## src/rtl/apb_master_pkg.sv

```systemverilog
// rtl/apb_master_pkg.sv - shared state encoding, default widths and response type for the APB master bridge
package apb_master_pkg;

    localparam int DEF_ADDR_W = 32;
    localparam int DEF_DATA_W = 32;

    typedef enum logic [1:0] {
        IDLE   = 2'd0,
        SETUP  = 2'd1,
        ACCESS = 2'd2
    } state_e;

    typedef struct packed {
        logic [DEF_DATA_W-1:0] rdata;
        logic                  err;
    } rsp_t;

endpackage

```

## src/rtl/apb_master_bridge_if.sv

```systemverilog
// rtl/apb_master_bridge_if.sv - command/response and APB bus bundle; master = bridge side, slave = environment side
interface apb_master_bridge_if
    import apb_master_pkg::*;
#(
    parameter int ADDR_W = DEF_ADDR_W,
    parameter int DATA_W = DEF_DATA_W
);

    logic              cmd_valid;
    logic              cmd_ready;
    logic              cmd_write;
    logic [ADDR_W-1:0] cmd_addr;
    logic [DATA_W-1:0] cmd_wdata;

    logic              rsp_valid;
    logic [DATA_W-1:0] rsp_rdata;
    logic              rsp_err;

    logic [ADDR_W-1:0] paddr;
    logic [DATA_W-1:0] pwdata;
    logic              psel;
    logic              penable;
    logic              pwrite;
    logic              pready;
    logic [DATA_W-1:0] prdata;
    logic              pslverr;

    modport master (
        input  cmd_valid, cmd_write, cmd_addr, cmd_wdata,
        input  pready, prdata, pslverr,
        output cmd_ready, rsp_valid, rsp_rdata, rsp_err,
        output paddr, pwdata, psel, penable, pwrite
    );

    modport slave (
        output cmd_valid, cmd_write, cmd_addr, cmd_wdata,
        output pready, prdata, pslverr,
        input  cmd_ready, rsp_valid, rsp_rdata, rsp_err,
        input  paddr, pwdata, psel, penable, pwrite
    );

endinterface

```

## src/rtl/apb_timeout_counter.sv

```systemverilog
// rtl/apb_timeout_counter.sv - counts ACCESS cycles and flags the last allowed one
module apb_timeout_counter #(
    parameter int TIMEOUT_CYC = 256
) (
    input  logic clk,
    input  logic resetn,
    input  logic clear,
    input  logic count_en,
    output logic expired
);

    localparam int CNT_W = $clog2(TIMEOUT_CYC + 1);

    logic [CNT_W-1:0] cnt_q, cnt_d;

    // expired is high during the TIMEOUT_CYC-th counted cycle, so the caller can still let pready win
    assign expired = count_en && (cnt_q == CNT_W'(TIMEOUT_CYC - 1));

    always_comb begin
        cnt_d = cnt_q;
        if (clear) begin
            cnt_d = '0;
        end else if (count_en && !expired) begin
            cnt_d = cnt_q + CNT_W'(1);
        end
    end

    always_ff @(posedge clk) begin
        if (!resetn) begin
            cnt_q <= '0;
        end else begin
            cnt_q <= cnt_d;
        end
    end

endmodule

```

## src/rtl/apb_master_bridge.sv

```systemverilog
// rtl/apb_master_bridge.sv - valid/ready command to APB SETUP/ACCESS initiator, one transfer in flight
// Optional ACCESS-phase timeout abort: APB_MASTER_TIMEOUT_EN
module apb_master_bridge
    import apb_master_pkg::*;
#(
    parameter int ADDR_W = DEF_ADDR_W,
    parameter int DATA_W = DEF_DATA_W
`ifdef APB_MASTER_TIMEOUT_EN
    ,
    parameter int TIMEOUT_CYC = 256
`endif
) (
    input  logic                pclk,
    input  logic                presetn,
    apb_master_bridge_if.master bus
);

    state_e            state_q, state_d;
    logic [ADDR_W-1:0] paddr_q, paddr_d;
    logic [DATA_W-1:0] pwdata_q, pwdata_d;
    logic              pwrite_q, pwrite_d;
    logic              rsp_valid_q, rsp_valid_d;
    rsp_t              rsp_q, rsp_d;
    logic              cmd_ready;
    logic              abort;

`ifdef APB_MASTER_TIMEOUT_EN
    logic expired;

    apb_timeout_counter #(
        .TIMEOUT_CYC (TIMEOUT_CYC)
    ) u_timeout (
        .clk      (pclk),
        .resetn   (presetn),
        .clear    (state_q == SETUP),
        .count_en (state_q == ACCESS),
        .expired  (expired)
    );

    assign abort = expired && !bus.pready;
`else
    assign abort = 1'b0;
`endif

    // gated by presetn so no command can be taken while reset is held
    assign cmd_ready = presetn && (state_q == IDLE);

    always_comb begin
        state_d     = state_q;
        paddr_d     = paddr_q;
        pwdata_d    = pwdata_q;
        pwrite_d    = pwrite_q;
        rsp_valid_d = 1'b0;
        rsp_d       = rsp_q;
        case (state_q)
            IDLE: begin
                if (bus.cmd_valid && cmd_ready) begin
                    paddr_d  = bus.cmd_addr;
                    pwdata_d = bus.cmd_wdata;
                    pwrite_d = bus.cmd_write;
                    state_d  = SETUP;
                end
            end
            SETUP: begin
                state_d = ACCESS;
            end
            ACCESS: begin
                if (bus.pready) begin
                    rsp_valid_d = 1'b1;
                    rsp_d.err   = bus.pslverr;
                    rsp_d.rdata = (!pwrite_q && !bus.pslverr) ? DEF_DATA_W'(bus.prdata) : '0;
                    state_d     = IDLE;
                end else if (abort) begin
                    rsp_valid_d = 1'b1;
                    rsp_d.err   = 1'b1;
                    rsp_d.rdata = '0;
                    state_d     = IDLE;
                end
            end
            default: begin
                state_d = IDLE;
            end
        endcase
    end

    always_ff @(posedge pclk) begin
        if (!presetn) begin
            state_q     <= IDLE;
            paddr_q     <= '0;
            pwdata_q    <= '0;
            pwrite_q    <= 1'b0;
            rsp_valid_q <= 1'b0;
            rsp_q       <= '0;
        end else begin
            state_q     <= state_d;
            paddr_q     <= paddr_d;
            pwdata_q    <= pwdata_d;
            pwrite_q    <= pwrite_d;
            rsp_valid_q <= rsp_valid_d;
            rsp_q       <= rsp_d;
        end
    end

    assign bus.cmd_ready = cmd_ready;
    assign bus.psel      = (state_q != IDLE);
    assign bus.penable   = (state_q == ACCESS);
    assign bus.paddr     = paddr_q;
    assign bus.pwdata    = pwdata_q;
    assign bus.pwrite    = pwrite_q;
    assign bus.rsp_valid = rsp_valid_q;
    assign bus.rsp_rdata = DATA_W'(rsp_q.rdata);
    assign bus.rsp_err   = rsp_q.err;

endmodule
```

## src/flat_wrapper.sv

```systemverilog
// flat-port wrapper written by rule: the top's interface ports become plain ports
module apb_master_bridge_flat import apb_master_pkg::*;
#(
    parameter int ADDR_W = DEF_ADDR_W,
    parameter int DATA_W = DEF_DATA_W

)
  (pclk, presetn, bus_cmd_valid, bus_cmd_write, bus_cmd_addr, bus_cmd_wdata, bus_pready, bus_prdata, bus_pslverr, bus_cmd_ready, bus_rsp_valid, bus_rsp_rdata, bus_rsp_err, bus_paddr, bus_pwdata, bus_psel, bus_penable, bus_pwrite);
  apb_master_bridge_if #(.ADDR_W(ADDR_W), .DATA_W(DATA_W)) bus_i ();
  input  logic pclk;
  input  logic presetn;
  input wire logic [$bits(bus_i.cmd_valid)-1:0] bus_cmd_valid;
  input wire logic [$bits(bus_i.cmd_write)-1:0] bus_cmd_write;
  input wire logic [$bits(bus_i.cmd_addr)-1:0] bus_cmd_addr;
  input wire logic [$bits(bus_i.cmd_wdata)-1:0] bus_cmd_wdata;
  input wire logic [$bits(bus_i.pready)-1:0] bus_pready;
  input wire logic [$bits(bus_i.prdata)-1:0] bus_prdata;
  input wire logic [$bits(bus_i.pslverr)-1:0] bus_pslverr;
  output wire logic [$bits(bus_i.cmd_ready)-1:0] bus_cmd_ready;
  output wire logic [$bits(bus_i.rsp_valid)-1:0] bus_rsp_valid;
  output wire logic [$bits(bus_i.rsp_rdata)-1:0] bus_rsp_rdata;
  output wire logic [$bits(bus_i.rsp_err)-1:0] bus_rsp_err;
  output wire logic [$bits(bus_i.paddr)-1:0] bus_paddr;
  output wire logic [$bits(bus_i.pwdata)-1:0] bus_pwdata;
  output wire logic [$bits(bus_i.psel)-1:0] bus_psel;
  output wire logic [$bits(bus_i.penable)-1:0] bus_penable;
  output wire logic [$bits(bus_i.pwrite)-1:0] bus_pwrite;
  assign bus_i.cmd_valid = bus_cmd_valid;
  assign bus_i.cmd_write = bus_cmd_write;
  assign bus_i.cmd_addr = bus_cmd_addr;
  assign bus_i.cmd_wdata = bus_cmd_wdata;
  assign bus_i.pready = bus_pready;
  assign bus_i.prdata = bus_prdata;
  assign bus_i.pslverr = bus_pslverr;
  assign bus_cmd_ready = bus_i.cmd_ready;
  assign bus_rsp_valid = bus_i.rsp_valid;
  assign bus_rsp_rdata = bus_i.rsp_rdata;
  assign bus_rsp_err = bus_i.rsp_err;
  assign bus_paddr = bus_i.paddr;
  assign bus_pwdata = bus_i.pwdata;
  assign bus_psel = bus_i.psel;
  assign bus_penable = bus_i.penable;
  assign bus_pwrite = bus_i.pwrite;
  apb_master_bridge #(.ADDR_W(ADDR_W), .DATA_W(DATA_W)) u_core (.pclk(pclk), .presetn(presetn), .bus(bus_i));
endmodule
```

## config.mk

```make
export PLATFORM = sky130hd
export DESIGN_NAME = apb_master_bridge_flat
export DESIGN_NICKNAME = d
export VERILOG_FILES = /design/src/rtl/apb_master_pkg.sv /design/src/rtl/apb_master_bridge_if.sv /design/src/rtl/apb_timeout_counter.sv /design/src/rtl/apb_master_bridge.sv /design/src/flat_wrapper.sv
export SDC_FILE = /design/constraint.sdc
export NUM_CORES = 1
export LEC_CHECK = 0
export CAP_MARGIN = 20
export CORE_MARGIN = 10
export CORE_UTILIZATION = 33
export DETAILED_ROUTE_END_ITERATION = 6
export PLACE_DENSITY = 0.75
export SLEW_MARGIN = 20
export SYNTH_ARGS = -nofsm -noshare
export SYNTH_HDL_FRONTEND = slang
export SYNTH_SLANG_ARGS = --single-unit
```

## constraint.sdc

```tcl
create_clock -name pclk -period 1.2 [get_ports pclk]
set_input_delay 0.36 -clock pclk [delete_from_list [all_inputs] [get_ports pclk]]
set_output_delay 0.36 -clock pclk [all_outputs]
set_load 0.005 [all_outputs]
```

==> metrics <==
Via density=4.683; Hold WC Path Type=in2reg; Die Wd=around 120 um; Clock Sinks=between 100 and 150; pwr dens=around 1100 nW/um2; htree depth=3; GR Util met3=about 6.6%; Final #Nets=around 720; CP endpoint=bus_psel; setup ws final=-287.1 ps; RSZ-0062 raised after global routing=yes; failing checks=negative setup slack; worst path arrival time=~1100 ps; critical path class=reg2out; final instance area=~6600 um2; final RePlAce weighted congestion=between 0.7 and 0.8; Synth top area share=59.39%; # port buffers=just over 200; GRT Total Usage=between 15 and 20%; outcome=complete, but fails checks; peak supply drop=0.7143 mV; Combinational Power Share=roughly a fifth; Starting Density=between 30% and 40%; Switch Pwr=about 1.8 mW; most common cell after layout, fill and taps aside=nand2_1; First-pass DRT Iterations=4; Hold Crit Start=presetn; top post-synthesis cells by area=dfxtp_1 (59%), nand2_1 (14%), o21ai_0 (9.7%), a22o_2 (8.2%), buf_2 (1.9%); Post-DP Area=~5600 um2; antenna violations before repair=1; Routed WL per cell=roughly 19 um; row count=37; met2 GRT Util=a little over a quarter; top cell type by total area after synthesis=dfxtp_1; Worst R2R End=u_core.bus.paddr[15]; CP max stage delay=between 300 and 400 ps; Worst R2R Start=u_core.state_q[1]; max cap viols=0; Root Buffer=clkbuf_8; Cells after Synth=between 300 and 400; Clock Power Share=30.3%; share of post-route cells with drive strength above 1=a little over half; buffer levels on the longest clock path=2; I/O pin cnt=around 200; register share of total power=around 51%; vias in the first global route=3368; gr busiest metal=met2; largest net degree at the start of global routing=71; Slew @ Worst Pin=approximately 570 ps; Worst Reg-to-Reg Cells=6; GRT overflow=0; CTS tree=done; total power=7.279 mW; required time worst endpoint=~840 ps; vias=approximately 3600; Worst path slowest cell=dfxtp_2; clk_lat worst skew=~350 ps; CP Launch Type=flip-flop; Area Overhead vs Synth=93.94%; Netlist cell types=20; Max Slew Vio Count=0; leak pwr=about 2.8 nW; relative slew slack=between 60% and 70%; Final Hold Viols=0; Cell Chain, Critical Path=or2_4, buf_6, buf_6; Clock Pin Slew Worst Setup and Hold Paths=90 ps; Synth warnings=0; sw frac=between 20% and 30%; Max Clock Skew=14.06 ps; Most common cell on crit path=buf_6; Residual DRC=0; initial drt markers=roughly 200; CP Capture Type=output pin; Post-DRT Antenna Nets=0; grt met1 use=~16%; diode count=0; most frequent cells in the layout=nand2_1 (131), clkdlybuf4s50_1 (100), dfxtp_2 (100); hold_ws=just over 400 ps; Seq/Total Area, Yosys=just under 60%; total internal power=around 5.5 mW; Die Height=121.6 um; DP Wirelength=8.771 mm; FMAX=a little under 700 MHz; # setup viols final=between 100 and 150; worst-path fanout max=2; final wirelength=14.05 mm; Syn Std Cell Area=3405 um2; Avg Cell Area, Syn=~9.2 um2; Worst R2R Setup Slack=-230 ps; Critical Path Source=u_core.state_q[1]; DIE AREA=between 10000 and 15000 um2; Core ar.=10180 um2; fin crit share=123.9%; Num CTS Buffers=9; min cycle time layout=1487 ps; first-pass GRT wire length=between 15 and 20 mm; syn_nets=approximately 470; Seq cells post-synth=just over 100
[power groups by stage]
stage               Clock, mW  Sequential, mW  Combinational (mW)
finish                   2.20            3.69                1.39
global route             2.40            3.71                1.49
CTS                      2.28            3.66                1.02
detailed placement          0            3.71                1.14
global placement            0            3.70                1.12
floorplan                   0            3.72               0.305
[logic make-up after synthesis]
logic type | count (synthesis) | share of synthesized area [%]
compound gates | 98 | 18.96
buf+inv | 29 | 4.410
flops | 101 | 59.39
mux | 1 | 0.2940
simple gates | 142 | 16.94
[Yosys cell counts, drive strengths merged]
| library cell | count |
|---|---|
| a22o | 32 |
| and2 | 1 |
| and3b | 1 |
| and4bb | 1 |
| buf | 17 |
| clkbuf | 11 |
| dfxtp | 101 |
| inv | 1 |
| mux2i | 1 |
| nand2 | 131 |
| nand3 | 1 |
| nor2 | 4 |
| nor2b | 1 |
| nor4b | 1 |
| o21ai | 66 |
| or2 | 1 |
[worst max-delay path, delay by kind of cell, from the launching register on]
kind / cells / cell delay [ps]
buf+inv: 2 / 210
simple gates: 1 / 240
flops: 1 / 330
[worst min path at each step]
stage	end	slack, ps	depth (start not counted)
final	u_core.state_q[1]	410	4
after global routing	u_core.state_q[1]	400	4
after CTS	u_core.state_q[1]	400	4
after detailed placement	u_core.bus.paddr[15]	440	2
after global placement	u_core.bus.paddr[23]	430	2
after floorplan	u_core.bus.paddr[10]	440	2
[flip-flops by register name, indices dropped and copies added, names as in the netlist]
signal	cells
u_core.bus.rsp_rdata	32
u_core.bus.pwrite	1
u_core.bus.rsp_valid	1
u_core.state_q	2
u_core.bus.rsp_err	1
u_core.bus.pwdata	32
u_core.bus.paddr	32
[routing by layer]
layer  part of all wire (%)  vias up  wire, um
li1                       -     1733         -
met1                     39     1653      5480
met2                     51      142      7112
met3                    8.4       20      1175
met4                    1.9        2       264
met5                  0.093        -        13
[area by class of cell]
class | count | area (um2)
Fill cell | 795 | 3582
Tap cell | 136 | 170.2
Clock buffer | 11 | 141.4
Clock inverter | 5 | 60.06
Sequential cell | 101 | 2147
Inverter | 1 | 6.256
Multi-Input combinational cell | 241 | 1335
Timing Repair Buffer | 263 | 2743
[metrics by stage]
| step | TNS (ps) | utilization, % | std cells | setup WS [ps] |
|---|---|---|---|---|
| floorplan | -3361 | - | 371 | -58.54 |
| global placement | -42690 | 55.41 | 699 | -497.5 |
| detailed placement | -45340 | 55.41 | 699 | -532.8 |
| CTS | -13430 | 55.02 | 730 | -303.1 |
| global route | -24070 | 64.83 | 758 | -337.7 |
| finish | -19280 | 64.83 | 758 | -287.1 |
[timing repair]
item | CTS | global route
pin swaps | 3 | 1
setup endpoints to repair | 199 | 168
hold buffers | 0 | 0
gates cloned | 0 | 19
gates resized for setup | 537 | 100
setup buffers | 15 | 9
No activity file was read; power rests on OpenSTA's default activity.
